`config.mk`:
```
export PLATFORM = sky130hd
export DESIGN_NAME = tbec_stream_encoder
export DESIGN_NICKNAME = d
export VERILOG_FILES = /design/src/rtl/tbec_stream_encoder.sv
export SDC_FILE = /design/constraint.sdc
export NUM_CORES = 1
export LEC_CHECK = 0
export ABC_AREA = 1
export ABC_CLOCK_PERIOD_IN_PS = 1800
export BUFFER_PORTS_ARGS = -buffer_cell sky130_fd_sc_hd__buf_2
export CAP_MARGIN = 20
export CORE_ASPECT_RATIO = 0.5
export CORE_UTILIZATION = 50
export CTS_CLUSTER_DIAMETER = 100
export CTS_CLUSTER_SIZE = 14
export DETAILED_ROUTE_END_ITERATION = 8
export PLACE_DENSITY = 0.78
export SLEW_MARGIN = 10
export SYNTH_ARGS = -nofsm -noshare
export SYNTH_HDL_FRONTEND = slang
export SYNTH_SLANG_ARGS = --single-unit
```
`constraint.sdc`:
```
create_clock -name clk -period 1.8 [get_ports clk]
set_input_delay 0.09 -clock clk [delete_from_list [all_inputs] [get_ports clk]]
set_output_delay 0.09 -clock clk [all_outputs]
set_load 0.02 [all_outputs]
```
`src/rtl/tbec_stream_encoder.sv`:
```
// Multi-lane TBEC encoder: 16-bit words to 32-bit codewords behind a
// 2-entry valid/ready buffer, with fault-injection mask and saturating count.
module tbec_stream_encoder #(
   parameter int LANES = 2,
   parameter int CNT_W = 32
) (
   input  logic                  clk,
   input  logic                  rst_n,
   input  logic                  in_valid,
   output logic                  in_ready,
   input  logic [16*LANES-1:0]   in_data,
   input  logic                  inj_en,
   input  logic [32*LANES-1:0]   inj_mask,
   output logic                  out_valid,
   input  logic                  out_ready,
   output logic [32*LANES-1:0]   out_data,
   input  logic                  clr_count,
   output logic [CNT_W-1:0]      word_count
);

   localparam int DW = 32 * LANES;

   function automatic logic [31:0] tbec_enc(input logic [15:0] w);
      logic [3:0] a, b, c, e;
      logic [15:0] dat;
      logic [3:0] di, p;
      logic [7:0] x;
      a = w[15:12];
      b = w[11:8];
      c = w[7:4];
      e = w[3:0];
      dat = {a[3], b[3], c[3], e[3],
             a[2], b[2], c[2], e[2],
             a[1], b[1], c[1], e[1],
             a[0], b[0], c[0], e[0]};
      // di/p packed in codeword order: DI1 DI4 DI2 DI3, P1 P4 P2 P3
      di = {a[3] ^ b[2] ^ c[3] ^ e[2],
            a[0] ^ b[1] ^ c[0] ^ e[1],
            a[2] ^ b[3] ^ c[2] ^ e[3],
            a[1] ^ b[0] ^ c[1] ^ e[0]};
      p  = {a[3] ^ a[2] ^ b[3] ^ b[2],
            c[1] ^ c[0] ^ e[1] ^ e[0],
            c[3] ^ c[2] ^ e[3] ^ e[2],
            a[1] ^ a[0] ^ b[1] ^ b[0]};
      x  = {a[3] ^ a[1], a[2] ^ a[0],
            b[3] ^ b[1], b[2] ^ b[0],
            c[3] ^ c[1], c[2] ^ c[0],
            e[3] ^ e[1], e[2] ^ e[0]};
      return {dat, di, p, x};
   endfunction

   logic [DW-1:0]    mem_q [2];
   logic             wr_q;
   logic             rd_q;
   logic [1:0]       occ_q;
   logic [1:0]       occ_d;
   logic [CNT_W-1:0] cnt_q;
   logic [CNT_W-1:0] cnt_d;
   logic [CNT_W:0]   cnt_sum;
   logic [DW-1:0]    enc;
   logic [DW-1:0]    beat;
   logic             push;
   logic             pop;

   always_comb begin
      enc = '0;
      for (int l = 0; l < LANES; l++) begin
         enc[32*l +: 32] = tbec_enc(in_data[16*l +: 16]);
      end
   end

   assign beat      = enc ^ (inj_en ? inj_mask : '0);
   assign in_ready  = (occ_q != 2'd2);
   assign out_valid = (occ_q != 2'd0);
   assign out_data  = mem_q[rd_q];
   assign push      = in_valid & in_ready;
   assign pop       = out_valid & out_ready;

   always_comb begin
      occ_d = occ_q;
      case ({push, pop})
         2'b10:   occ_d = occ_q + 2'd1;
         2'b01:   occ_d = occ_q - 2'd1;
         default: occ_d = occ_q;
      endcase
   end

   // Extra top bit of the sum flags overflow so the count clamps instead of wrapping
   always_comb begin
      cnt_d   = cnt_q;
      cnt_sum = {1'b0, cnt_q} + (CNT_W + 1)'(LANES);
      if (clr_count) begin
         cnt_d = '0;
      end else if (pop) begin
         cnt_d = cnt_sum[CNT_W] ? '1 : cnt_sum[CNT_W-1:0];
      end
   end

   always_ff @(posedge clk or negedge rst_n) begin
      if (!rst_n) begin
         mem_q[0] <= '0;
         mem_q[1] <= '0;
         wr_q     <= 1'b0;
         rd_q     <= 1'b0;
         occ_q    <= 2'd0;
         cnt_q    <= '0;
      end else begin
         if (push) begin
            mem_q[wr_q] <= beat;
            wr_q        <= ~wr_q;
         end
         if (pop) begin
            rd_q <= ~rd_q;
         end
         occ_q <= occ_d;
         cnt_q <= cnt_d;
      end
   end

   assign word_count = cnt_q;

endmodule

```
==> results of run 1 <==
metal layers:
metal | up-vias | part of all wire, % | track usage, %
met5 | - | 0 | 0
met4 | 0 | 2.7 | 11.0
met3 | 66 | 7.4 | 5.58
met2 | 409 | 49 | 48.6
met1 | 4379 | 41 | 36.0
li1 | 4566 | - | -
cells by family after synthesis:
kind of cell	count (synthesis)	synth area share, %
DFF	164	42.5
AOI/OAI and AO/OA	116	6.22
adders and majority gates	2	0.259
buffers and inverters	193	8.04
and+or+nand+nor	816	34.2
xor gates and xnor gates	97	8.80
registers in the layout, indices dropped and copies added, names as in the netlist:
name and flops:
word_count 32, rd_q 1, wr_q 1, mem_q 128
occ_q 2
final timing paths:
check,end,depth (start not counted),slack (ps)
setup / recovery,out_data[34],3,80
hold / removal,mem_q[45]$_DFFE_PN0P_,4,30
setup reg to reg,word_count[14]$_DFFE_PN0P_,8,140
hold reg to reg,mem_q[50]$_DFFE_PN0P_,2,470
max in group asynchronous,mem_q[112]$_DFFE_PN0P_,3,870
min in group asynchronous,word_count[3]$_DFFE_PN0P_,2,220
critical path, cell delays in order (launching register included):
cell and delay, ps:
dfrtp_4 540, buf_4 210, o21ai_0 240, buf_2 210
through the flow:
stage,power (mW),cells
final,16.8,1837
after global routing,17.9,1837
after CTS,16.8,1835
after detailed placement,13.2,1803
after global placement,12.9,1803
after floorplan,10.6,1388
area by class of cell:
type / count / area (sq um)
Fill cell: 1703 / 7030
Multi-Input combinational cell: 1032 / 4820
Sequential cell: 164 / 4110
Timing Repair Buffer: 238 / 1390
Clock buffer: 20 / 457
Inverter: 114 / 429
Tap cell: 259 / 324
Clock inverter: 10 / 100
synth_stat cells (all sizes together), types with 2 or more instances:
master	number
o211ai	4
a21oi	5
buf	32
clkinv	2
o21ai	103
nand3	52
clkbuf	47
nor2	47
ha	2
xor2	19
inv	112
nand4	2
nand2	694
o21bai	4
xnor2	78
dfrtp	164
nand3b	19
power groups by stage:
stage          combinational, mW  clock, mW  sequential [mW]
3_5_place_dp                7.32          0             5.89
3_3_place_gp                7.13          0             5.81
2_1_floorplan               4.93          0             5.64
4_1_cts                     7.44       3.58             5.81
6_report                    7.45       3.53             5.78
5_1_grt                     8.27       3.73             5.94
timing repair:
item                       4_1_cts  5_1_grt
hold buffers                     1        0
gates resized for setup          5        8
buffers inserted                 1        1
hold endpoints to repair        56        0
gates cloned                     0        1
pin swaps                        0        1
setup endpoints to repair       26       37
==> run_results.csv, run 1 <==
group,metric,value,unit
layout,post-route-util,62.3,%
routing,via_per_inst,5.13,
yosys,yosys-top-cells-area,"dfrtp_1 (43%), nand2_1 (27%), xnor2_1 (7.1%)",
power,p_comb_share,44.4,%
yosys,ys_types,31,
global_routing,grt_overflow,0,
layout,final_cell_mix,"nand2_1 (687), buf_2 (198), dfrtp_1 (163), inv_1 (107), o21ai_0 (95)",
worst_setup_path,crit_path_start,"rd_q$_DFFE_PN0P_",
layout,nets,1671,
placed_design,post-dp-hpwl,19500,um
sta,skew,9.59,ps
worst_hold_path,hold_start,"inj_mask[45]",
power,vdd_ir_drop_max,0.000765,V
power,clkPwrFrac,21.1,%
sta,maxSlewViolCount,0,
yosys,ys.flop_type,"dfrtp_1",
routing,first_pass_iters,6,
die,ios,200,
layout,area_delta_synth_final,20.4,%
sta,layout_setup_ws,84.3,ps
layout,drive_above_1_share,18.8,%
yosys,synth_top_area_share,42.5,%
power,power.switching,7.25,mW
die,coreArea,18700,sq um
sta,holdWs,26.3,ps
die,die_area,19900,sq um
power,power.density,1440,nW/um^2
die,row_count,35,
clock_tree,clock-root-buffer,"clkbuf_16",
power,p_leak,6.23,nW
global_routing,grt_use_total,28.5,%
clock_tree,path_clk_slew,70,ps
sta,period_share,95.3,%
worst_setup_path,r2r_start,"word_count[16]$_DFFE_PN0P_",
sta,timing.fmax,583,MHz
power,intPower,9.51,mW
placed_design,gp_congestion,0.949,
yosys,synthCells,1388,
worst_setup_path,arrival,1630,ps
global_routing,antenna_found_initial,0,
worst_setup_path,path_class,"reg -> out",
power,p_seq_share,34.5,%
die,die_w,198,um
worst_hold_path,hp-class,"in -> reg",
power,sw_frac_of_total,43.2,%
routing,drtAntennaViolNets,0,
die,start_util,51.7,%
sta,tightest_slew,635,ps
layout,antenna_cells,0,
clock_tree,numCtsBuffers,17,
routing,drcViolationCount,0,
sta,tns,0,ps
routing,num_vias,9420,
yosys,netlist_area,9650,sq um
job,max_cap_violations,0,
yosys,syn-num-nets,1492,
placed_design,place_area,11000,sq um
routing,wire_per_inst,14.9,um
yosys,synth-seq-area-share,42.5,%
routing,drt-initial-drc-count,539,
clock_tree,h-tree-depth,4,
global_routing,grt_max_degree,79,
routing,drt-total-wl,27400,um
clock_tree,clk_latency,420,ps
status,status,"completed",
global_routing,grt_pass1_wl,44600,um
sta,finalSetupViolCount,0,
yosys,synth_edf_count,0,
clock_tree,cts.sinks,164,
worst_setup_path,startpoint_type,"register",
worst_setup_path,cp.required,1710,ps
yosys,synth.largest_area_cell,"dfrtp_1",
yosys,synth_warnings,0,
yosys,ys_ff_latch,164,
layout,final_common_cell,"nand2_1",
clock_tree,cts_tree,"built",
layout,final_cell_area,11600,sq um
placed_design,dpl_worst_slack,70.7,ps
worst_setup_path,end_kind,"output pin",
sta,hold_viol,0,
clock_tree,cts_buffer_depth,2,
die,fp.dieH,100,um
global_routing,grt_pass1_vias,9083,
sta,layout_min_cycle_time,1720,ps
placed_design,io_buffers,199,
sta,slew_headroom,57.7,%
worst_setup_path,path_max_fanout,17,
yosys,avgSynthCellArea,6.95,sq um
yosys,synthArstFlopShare,100,%
(Power assumes the default switching activity.)
==> run 2, diff against run 1 <==
ABC_CLOCK_PERIOD_IN_PS = 2200   (was 1800)
clock period = 2.2 ns   (was 1.8 ns; I/O delays follow)
==> run 2 against run 1 <==
Effect of this change:
- hold slack got worse by 3.2 ps
- critical path depth rose by 1
- first-iteration DRC count rose by 6.1%
- clock skew rose by 2.4 ps
- register-to-register slack improved by 270 ps
- combinational power fell by 21%
- count of clock-buffer cells in the layout fell by 1
- critical path type unchanged
- largest power group unchanged
==> run_results.csv, run 2 (synthesis results as in run 1) <==
group,metric,value,unit
sta,timing.fmax,513,MHz
power,p_leak,6.11,nW
worst_setup_path,reg2regPathDepth,8,
clock_tree,clock-root-buffer,"clkbuf_16",
sta,skew,12.0,ps
placed_design,post-dp-hpwl,18500,um
worst_setup_path,path_max_fanout,17,
global_routing,grt_pass1_wl,43500,um
worst_setup_path,rrSetupSlack,410,ps
layout,final_cell_mix,"nand2_1 (688), buf_2 (198), dfrtp_1 (163), inv_1 (107), o21ai_0 (98)",
layout,antenna_cells,0,
worst_setup_path,arrival,1840,ps
clock_tree,cts_tree,"built",
die,coreArea,18700,sq um
layout,fill_cells,1725,
sta,layout_min_cycle_time,1950,ps
clock_tree,clk_latency,430,ps
global_routing,grt_pass1_vias,8934,
worst_hold_path,worst_hold_path.num_cells,4,
die,fp.dieH,100,um
routing,drcViolationCount,0,
routing,drt-initial-drc-count,572,
routing,first_pass_iters,7,
sta,slew_headroom,66.7,%
layout,largest_reg_flops,128,
sta,hold_viol,0,
status,status,"completed",
worst_setup_path,slowest_delay,560,ps
worst_setup_path,critPathSlowestCell,"dfrtp_4",
routing,drt-total-wl,26700,um
layout,nets,1644,
routing,drtAntennaViolNets,0,
sta,rsz0062_at_grt,"false",
layout,post-route-util,61.3,%
clock_tree,path_clk_slew,70,ps
die,ios,200,
global_routing,grt_max_degree,79,
power,vdd_ir_drop_max,0.000730,V
layout,area_delta_synth_final,18.4,%
global_routing,grt_use_total,27.9,%
layout,drive_above_1_share,17.1,%
sta,tightest_slew,499,ps
clock_tree,h-tree-depth,4,
layout,regMostFlops,"mem_q",
worst_setup_path,cp.depth,4,
job,max_cap_violations,0,
power,power.density,1210,nW/um^2
die,row_count,35,
layout,final_common_cell,"nand2_1",
layout,final_cells,1811,
global_routing,grt_overflow,0,
die,start_util,51.7,%
worst_setup_path,cp.required,2090,ps
routing,via_per_inst,5.11,
placed_design,gp_congestion,0.890,
die,die_area,19900,sq um
worst_hold_path,hold_start,"clr_count",
clock_tree,cts_setup_buffers,0,
worst_setup_path,r2r_start,"word_count[8]$_DFFE_PN0P_",
worst_setup_path,path_class,"reg -> out",
worst_setup_path,startpoint_type,"register",
global_routing,antenna_found_initial,0,
worst_setup_path,critical-path-top-delay-family,"buffers and inverters",
worst_setup_path,worst-path-buf-inv,2,
clock_tree,cts_buffer_depth,2,
sta,tns,0,ps
worst_setup_path,r2r_end,"word_count[28]$_DFFE_PN0P_",
routing,num_vias,9262,
routing,wire_per_inst,14.8,um
sta,period_share,88.6,%
worst_hold_path,hp-class,"in -> reg",
worst_setup_path,worstPathCellList,"clkinvlp_4 -> nand2_1 -> nand2_1 -> buf_2",
placed_design,io_buffers,199,
sta,finalSetupViolCount,0,
worst_setup_path,end_kind,"output pin",
die,die_w,198,um
layout,seq_area,4110,sq um
worst_hold_path,whs_endpoint,"word_count[0]$_DFFE_PN0P_",
clock_tree,cts.sinks,164,
worst_setup_path,cp_common_cell,"nand2_1",
placed_design,dp_cells,1779,
layout,multiInputGateArea,4780,sq um
sta,maxSlewViolCount,0,
clock_tree,numCtsBuffers,17,
## run 2: cell types whose count changed in the layout (fill, tap and decap cells not counted), moves of 2 or more
cell        before  now
o21ai_1          8    5
nor2_1          35   39
o21ai_0         95   98
buf_4           30    6
clkinvlp_4       1    3
clkinv_2         3    0
bufinv_16        1    3
clkinv_4         4    1
nor2_2           5    3
nor2_4           6    4
inv_6            2    5
## run 2: final cells by class
cell class	instances	share of cell area [%]
Timing Repair Buffer	212	10.3
Sequential cell	164	35.9
Clock inverter	12	1.48
Multi-Input combinational cell	1031	41.8
Clock buffer	19	3.88
Inverter	114	3.78
Tap cell	259	2.84
## run 2: metrics by stage
step / setup slack [ps] / total power [mW] / cell area, sq um / hold slack [ps]
2_1_floorplan: 599 / 8.65 / 9650 / -186
3_3_place_gp: 521 / 10.5 / 10800 / 46.9
3_5_place_dp: 427 / 10.7 / 10800 / 49.0
4_1_cts: 47.1 / 13.9 / 11400 / 8.49
5_1_grt: 185 / 14.8 / 11400 / 37.9
6_report: 250 / 13.8 / 11400 / 23.0
## run 2: repair_timing
action                                 CTS  global route
setup endpoints to repair                0             7
endpoints found under the hold margin   63             0
resized for setup                        0             1
hold buffers                             1             0
## run 2: report_power, final
group          internal, mW  switching (mW)  leakage (nW)  total [mW]
clock network          1.84            1.33         0.293        3.17
registers              4.18           0.569          2.08        4.75
logic                  1.86            4.06          3.73        5.92
## run 2: how the worst max path moves through the flow
stage	startpoint	to
detailed placement	occ_q[0]$_DFFE_PN0P_	occ_q[1]$_DFFE_PN0P_
global route	rd_q$_DFFE_PN0P_	out_data[10]
CTS	rd_q$_DFFE_PN0P_	out_data[10]
finish	rd_q$_DFFE_PN0P_	out_data[10]
floorplan	word_count[1]$_DFFE_PN0P_	word_count[21]$_DFFE_PN0P_
global placement	occ_q[1]$_DFFE_PN0P_	occ_q[1]$_DFFE_PN0P_
## run 2: worst min-delay path: stages
cell     delay, ps
buf_2           70
inv_1          100
nand2_1         80
nand2_1         40
## run 2: layer usage
metal	global-route usage, %	part of all wire [%]	vias up
met4	11.4	2.8	0
met2	48.0	48	323
li1	-	-	4516
met3	4.81	6.5	58
met5	0	0	-
met1	35.2	43	4365
